### src/rtl/ain_layer_seq.sv
// ain_layer_seq: time-multiplexes one 2-input neuron datapath across a layer.
// One input pair is accepted, then each stored weight pair is issued to the
// shared datapath in turn and its result is streamed out with index/last.
// Optional build macro: AIN_SEQ_SKIP_ZERO_EN (neurons with both weights zero
// bypass the datapath and emit 0 directly).
module ain_layer_seq #(
   parameter int  NUM_NEURONS = 4,
   parameter int  DP_LATENCY  = 1,
   localparam int IDXW        = $clog2(NUM_NEURONS)
) (
   input  logic            clk,
   input  logic            rst,
   input  logic            cfg_we,
   input  logic [IDXW-1:0] cfg_addr,
   input  logic [3:0]      cfg_w1,
   input  logic [3:0]      cfg_w2,
   output logic            cfg_err,
   input  logic            in_valid,
   output logic            in_ready,
   input  logic [3:0]      in_x1,
   input  logic [3:0]      in_x2,
   output logic [3:0]      dp_x1,
   output logic [3:0]      dp_x2,
   output logic [3:0]      dp_w1,
   output logic [3:0]      dp_w2,
   input  logic [4:0]      dp_result,
   output logic            out_valid,
   input  logic            out_ready,
   output logic [4:0]      out_data,
   output logic [IDXW-1:0] out_idx,
   output logic            out_last,
   output logic            busy
);

   localparam int              WCW   = (DP_LATENCY > 1) ? $clog2(DP_LATENCY) : 1;
   localparam logic [WCW-1:0]  WLAST = WCW'(DP_LATENCY - 1);
   localparam logic [IDXW-1:0] KLAST = IDXW'(NUM_NEURONS - 1);
   localparam logic [IDXW:0]   NUM_N = (IDXW + 1)'(NUM_NEURONS);
   localparam int unsigned     NN_U  = NUM_NEURONS;

   typedef enum logic [1:0] {S_IDLE, S_ISSUE, S_WAIT, S_EMIT} state_t;

   state_t          state_q, state_d;
   logic [IDXW-1:0] k_q, k_d;
   logic [WCW-1:0]  wcnt_q;
   logic [3:0]      x1_q, x2_q;
   logic [3:0]      w1_q [NUM_NEURONS];
   logic [3:0]      w2_q [NUM_NEURONS];
   logic [3:0]      nw1, nw2;
   logic            accept, cfg_ok, enter, skip;

   assign accept    = (state_q == S_IDLE) && in_valid;
   assign cfg_ok    = cfg_we && (state_q == S_IDLE) && ({1'b0, cfg_addr} < NUM_N);
   assign in_ready  = (state_q == S_IDLE);
   assign busy      = (state_q != S_IDLE);
   assign out_valid = (state_q == S_EMIT);
   assign out_idx   = k_q;
   assign out_last  = (k_q == KLAST);

   // Next-state, next neuron index and the weight pair for the neuron being entered
   always_comb begin
      state_d = state_q;
      k_d     = k_q;
      enter   = 1'b0;
      case (state_q)
         S_IDLE: begin
            if (in_valid) begin
               k_d   = '0;
               enter = 1'b1;
            end
         end
         S_ISSUE: state_d = S_WAIT;
         S_WAIT: begin
            if (wcnt_q == WLAST) state_d = S_EMIT;
         end
         S_EMIT: begin
            if (out_ready) begin
               if (k_q == KLAST) begin
                  state_d = S_IDLE;
                  k_d     = '0;
               end else begin
                  k_d   = k_q + 1'b1;
                  enter = 1'b1;
               end
            end
         end
         default: state_d = S_IDLE;
      endcase
      // A write accepted alongside the input must reach the first ISSUE,
      // so the write data bypasses the register file here.
      nw1 = w1_q[k_d];
      nw2 = w2_q[k_d];
      if (cfg_ok && (cfg_addr == k_d)) begin
         nw1 = cfg_w1;
         nw2 = cfg_w2;
      end
`ifdef AIN_SEQ_SKIP_ZERO_EN
      skip = (nw1 == '0) && (nw2 == '0);
`else
      skip = 1'b0;
`endif
      if (enter) state_d = skip ? S_EMIT : S_ISSUE;
   end

   // State register and neuron index
   always_ff @(posedge clk) begin
      if (rst) begin
         state_q <= S_IDLE;
         k_q     <= '0;
      end else begin
         state_q <= state_d;
         k_q     <= k_d;
      end
   end

   // Weight register file, writable only while idle
   always_ff @(posedge clk) begin
      if (rst) begin
         for (int unsigned i = 0; i < NN_U; i++) begin
            w1_q[i] <= '0;
            w2_q[i] <= '0;
         end
      end else if (cfg_ok) begin
         w1_q[cfg_addr] <= cfg_w1;
         w2_q[cfg_addr] <= cfg_w2;
      end
   end

   // Input latch, registered datapath operands, latency counter, result capture
   always_ff @(posedge clk) begin
      if (rst) begin
         x1_q     <= '0;
         x2_q     <= '0;
         dp_x1    <= '0;
         dp_x2    <= '0;
         dp_w1    <= '0;
         dp_w2    <= '0;
         wcnt_q   <= '0;
         out_data <= '0;
         cfg_err  <= 1'b0;
      end else begin
         cfg_err <= cfg_we && !cfg_ok;
         if (accept) begin
            x1_q <= in_x1;
            x2_q <= in_x2;
         end
         // Operands are loaded on entry to ISSUE, held through WAIT, else 0
         if (state_d == S_ISSUE) begin
            dp_x1 <= accept ? in_x1 : x1_q;
            dp_x2 <= accept ? in_x2 : x2_q;
            dp_w1 <= nw1;
            dp_w2 <= nw2;
         end else if (state_d != S_WAIT) begin
            dp_x1 <= '0;
            dp_x2 <= '0;
            dp_w1 <= '0;
            dp_w2 <= '0;
         end
         wcnt_q <= (state_q == S_WAIT) ? wcnt_q + 1'b1 : '0;
         if ((state_q == S_WAIT) && (state_d == S_EMIT)) begin
            out_data <= dp_result;
         end else if (enter || (state_d == S_IDLE)) begin
            out_data <= '0;
         end
      end
   end

endmodule

### config.mk
export PLATFORM = sky130hd
export DESIGN_NAME = ain_layer_seq
export DESIGN_NICKNAME = d
export VERILOG_FILES = /design/src/rtl/ain_layer_seq.sv
export SDC_FILE = /design/constraint.sdc
export NUM_CORES = 1
export LEC_CHECK = 0
export ABC_CLOCK_PERIOD_IN_PS = 4300
export CORE_ASPECT_RATIO = 1.1
export CORE_UTILIZATION = 50
export DETAILED_ROUTE_END_ITERATION = 10
export PLACE_DENSITY = 0.77
export SLEW_MARGIN = 20
export SYNTH_ARGS = -nofsm -noshare
export SYNTH_HDL_FRONTEND = slang
export SYNTH_SLANG_ARGS = --single-unit
### constraint.sdc
create_clock -name clk -period 4.3 [get_ports clk]
set_input_delay 0.86 -clock clk [delete_from_list [all_inputs] [get_ports clk]]
set_output_delay 0.86 -clock clk [all_outputs]
set_load 0.03 [all_outputs]
==> metrics.md <==
| Metric | Value |
|---|---|
| Clk sinks | 67 |
| CP Data Arrival Time | 2.51 ns |
| Fmax | 0.296 GHz |
| Met2 Use GR | 0.330 |
| Setup slack, reg-to-reg | 1.29 ns |
| Setup WS post-layout | 0.926 ns |
| Max_cap viols | 0 |
| Most common cell after layout, fill and taps aside | clkdlybuf4s50_1 |
| Die Width | 76.0 microns |
| Worst Hold Class | reg2reg |
| Vias/cell | 5.52 |
| Critical Path Max Stage Delay | 0.72 ns |
| Number of global-route vias before repair | 2139 |
| Drt first-iter violations | 124 |
| DRC viols | 0 |
| Synth cell types | 45 |
| Worst vdd ir | 372 uV |
| Die height | 83.4 microns |
| Final Skew | 0.0108 ns |
| Largest net degree at the start of global routing | 22 |
| Worst-margin pin slew | 0.840 ns |
| GRT Total Usage | 0.223 |
| Final setup violation count | 0 |
| FF-to-FF End | w2_q[2][0]$_SDFFCE_PN0P_ |
| Most frequent cells in the layout | 55 x clkdlybuf4s50_1, 35 x dfxtp_1, 33 x and2_1 |
| CP Class | reg2out |
| Nets | 336 |
| Core Area | 5770 sq um |
| FP Rows | 29 |
| Bufs on Longest Clock Path | 2 |
| PwrDens | 486 nW/um^2 |
| First-pass GRT wire length | 10700 microns |
| GRT met1 Usage | 0.312 |
| WHS | 0.469 ns |
| Synthesized cell area | 3010 sq um |
| TritonCTS Buffers | 9 |
| Worst Setup End Kind | output pin |
| DIE AREA | 6330 sq um |
| Overflow after GRT | 0 |
| Worst-skew pair later-pin latency | 0.35 ns |
| Starting Density | 0.522 |
| Vias | 2130 |
| Final hold violations | 0 |
| Mean Syn Cell Area | 12.2 sq um |
| I/O pins | 56 |
| Worst hold start | x1_q[3]$_SDFF_PP0_ |
| Headroom to the max-slew limit | 0.440 |
| Clock period minus worst slack | 3.37 ns |
| Met3 usage | 0.0418 |
| Register-to-Register Path Depth | 6 |
| Max-slew violation count | 0 |
| Diodes inserted | 0 |
| CTS tree | built |
| Post-DP HPWL | 4520 microns |
| H-Tree Depth | 3 |
| Worst Hold End | x1_q[3]$_SDFF_PP0_ |
| Routed WL | 6480 microns |
| PortBufs | 55 |
| Post-route ant nets | 0 |
| Largest delay share family, worst path | buffers and inverters |
| Filler instances | 469 |
| RSZ-0062 raised after global routing | no |
| Total negative slack | 0 ns |
| RR Startpoint | state_q[0]$_SDFF_PP0_ |
| Status | complete, no violations |
| Worst-path cell chain | inv_1 -> ha_1 -> clkinv_1 -> clkdlybuf4s50_1 |
| Startpoint types | flop |
| Required time of the critical path | 3.44 ns |
| Worst hold path stage count | 2 |
| Final worst-path cycle share | 0.785 |
| Worst path bufs/invs | 3 |
| Seq/Total Area, Yosys | 0.552 |
| Area delta synth->final | 25.4% |
| Yosys reg bits | 67 |
| Setup WS pre-CTS | 1.01 ns |
| Post-CTS Resized | 0 |
| Synth warnings | 0 |
| Routability cong. | 0.792 |
| Syn Inst Count | 247 |
| Clock transition at path regs | 0.08 ns |
| Leakage | 1.40 nW |
| Initial antenna violation count | 0 |
| Drt pass-1 iters | 4 |
| Setup Buffers After CTS | 0 |
| Share of layout cells above drive strength 1 | 0.113 |
| DR WL/cell | 16.8 microns |
| Clock root cell | clkbuf_8 |
| Max stage delay cell, worst path | ha_1 |
| Cts hold-fix bufs | 0 |
| Post-Syn Nets | 279 |
| Busiest grt layer | met2 |
| Worst-path fanout max | 20 |
## through the flow
step	util	power (mW)	instances	cell area (sq um)
floorplan	-	1.17	247	3010
global placement	0.622	1.33	370	3590
detailed placement	0.622	1.35	370	3590
CTS	0.654	1.84	386	3770
global route	0.654	1.92	386	3770
finish	0.654	1.84	386	3770
## logic make-up (layout without fill, tap and decap cells)
logic type                 count (synthesis)  after routing  synth area share
AOI/OAI and AO/OA                         48             48             0.128
muxes                                     24             24            0.0798
DFF                                       67             67             0.552
xor gates and xnor gates                   2              2            0.0121
buffers and inverters                     15             77            0.0333
adders and majority gates                  4              4            0.0166
and+or+nand+nor                           87             87             0.178
## power by group
part | leakage [nW] | internal, mW | switching, mW
Clock | 0.103 | 0.248 | 0.250
Sequential | 0.617 | 0.748 | 0.0421
Combinational | 0.681 | 0.207 | 0.341
## Yosys cell counts, drive strengths merged
library cell  instances  area share
dfxtp                35        0.23
and2                 33       0.069
edfxtp               32        0.32
mux2i                24       0.080
a21oi                13       0.022
a22o                 13       0.038
nand2                13       0.021
nand3                 9       0.017
a221o                 8       0.027
and3                  8       0.017
buf                   8       0.025
nor2                  5      0.0062
or2                   5       0.010
ha                    4       0.017
nor3b                 4       0.012
o21ai                 4       0.010
clkbuf                3      0.0037
inv                   3      0.0037
a211oi                2      0.0050
nand2b                2      0.0042
nand3b                2      0.0050
nor2b                 2      0.0067
xnor2                 2       0.012
a2111oi               1      0.0050
a21o                  1      0.0025
a311o                 1      0.0033
a31oi                 1      0.0021
a41o                  1      0.0033
a41oi                 1      0.0054
and4                  1      0.0037
clkinv                1      0.0012
nand4b                1      0.0029
nor3                  1      0.0017
nor4                  1      0.0021
o211a                 1      0.0033
o22ai                 1      0.0021
## worst reg2reg max path, delay by kind of cell (launching register included)
kind,cells,cell delay [ns]
flip-flops,1,0.37
buffers and inverters,1,0.14
adder cells (fa/ha/maj),1,0.72
AND/OR/NAND/NOR,4,1.47
## sequential cells by signal (all words and copies together) (netlist names)
register,count
cfg_err,1
dp_w1,4
dp_w2,4
dp_x1,4
dp_x2,4
out_data,5
out_idx,2
state_q,2
w1_q,16
w2_q,16
wcnt_q,1
x1_q,4
x2_q,4
## worst max path at each step
stage,start,endpoint,slack (ns),cells after the start
final,state_q[0]$_SDFF_PP0_,busy,0.93,4
after global placement,cfg_we,w2_q[1][1]$_SDFFCE_PN0P_,1.09,5
after CTS,state_q[0]$_SDFF_PP0_,busy,0.94,4
after global routing,state_q[0]$_SDFF_PP0_,busy,0.77,4
after floorplan,state_q[0]$_SDFF_PP0_,dp_w1[0]$_SDFFE_PP0P_,1.83,10
after detailed placement,in_valid,dp_w1[3]$_SDFFE_PP0P_,1.01,7
## routing by layer
layer | wire length, microns | vias up
li1 | - | 1035
met1 | 3070 | 1015
met2 | 2920 | 67
met3 | 341 | 13
met4 | 148 | 0
met5 | 0 | -
## layout make-up
type | instances | area (sq um) | share of cell area
clock buffers | 11 | 154 | 0.0408
multi-input cells | 165 | 1250 | 0.331
flip-flops and latches | 67 | 1660 | 0.440
well taps | 77 | 96.3 | 0.0255
clock inverters | 5 | 32.5 | 0.00862
repair buffers | 57 | 566 | 0.150
inverters | 4 | 15.0 | 0.00398
Note: power is estimated with default switching activity, not from simulation.
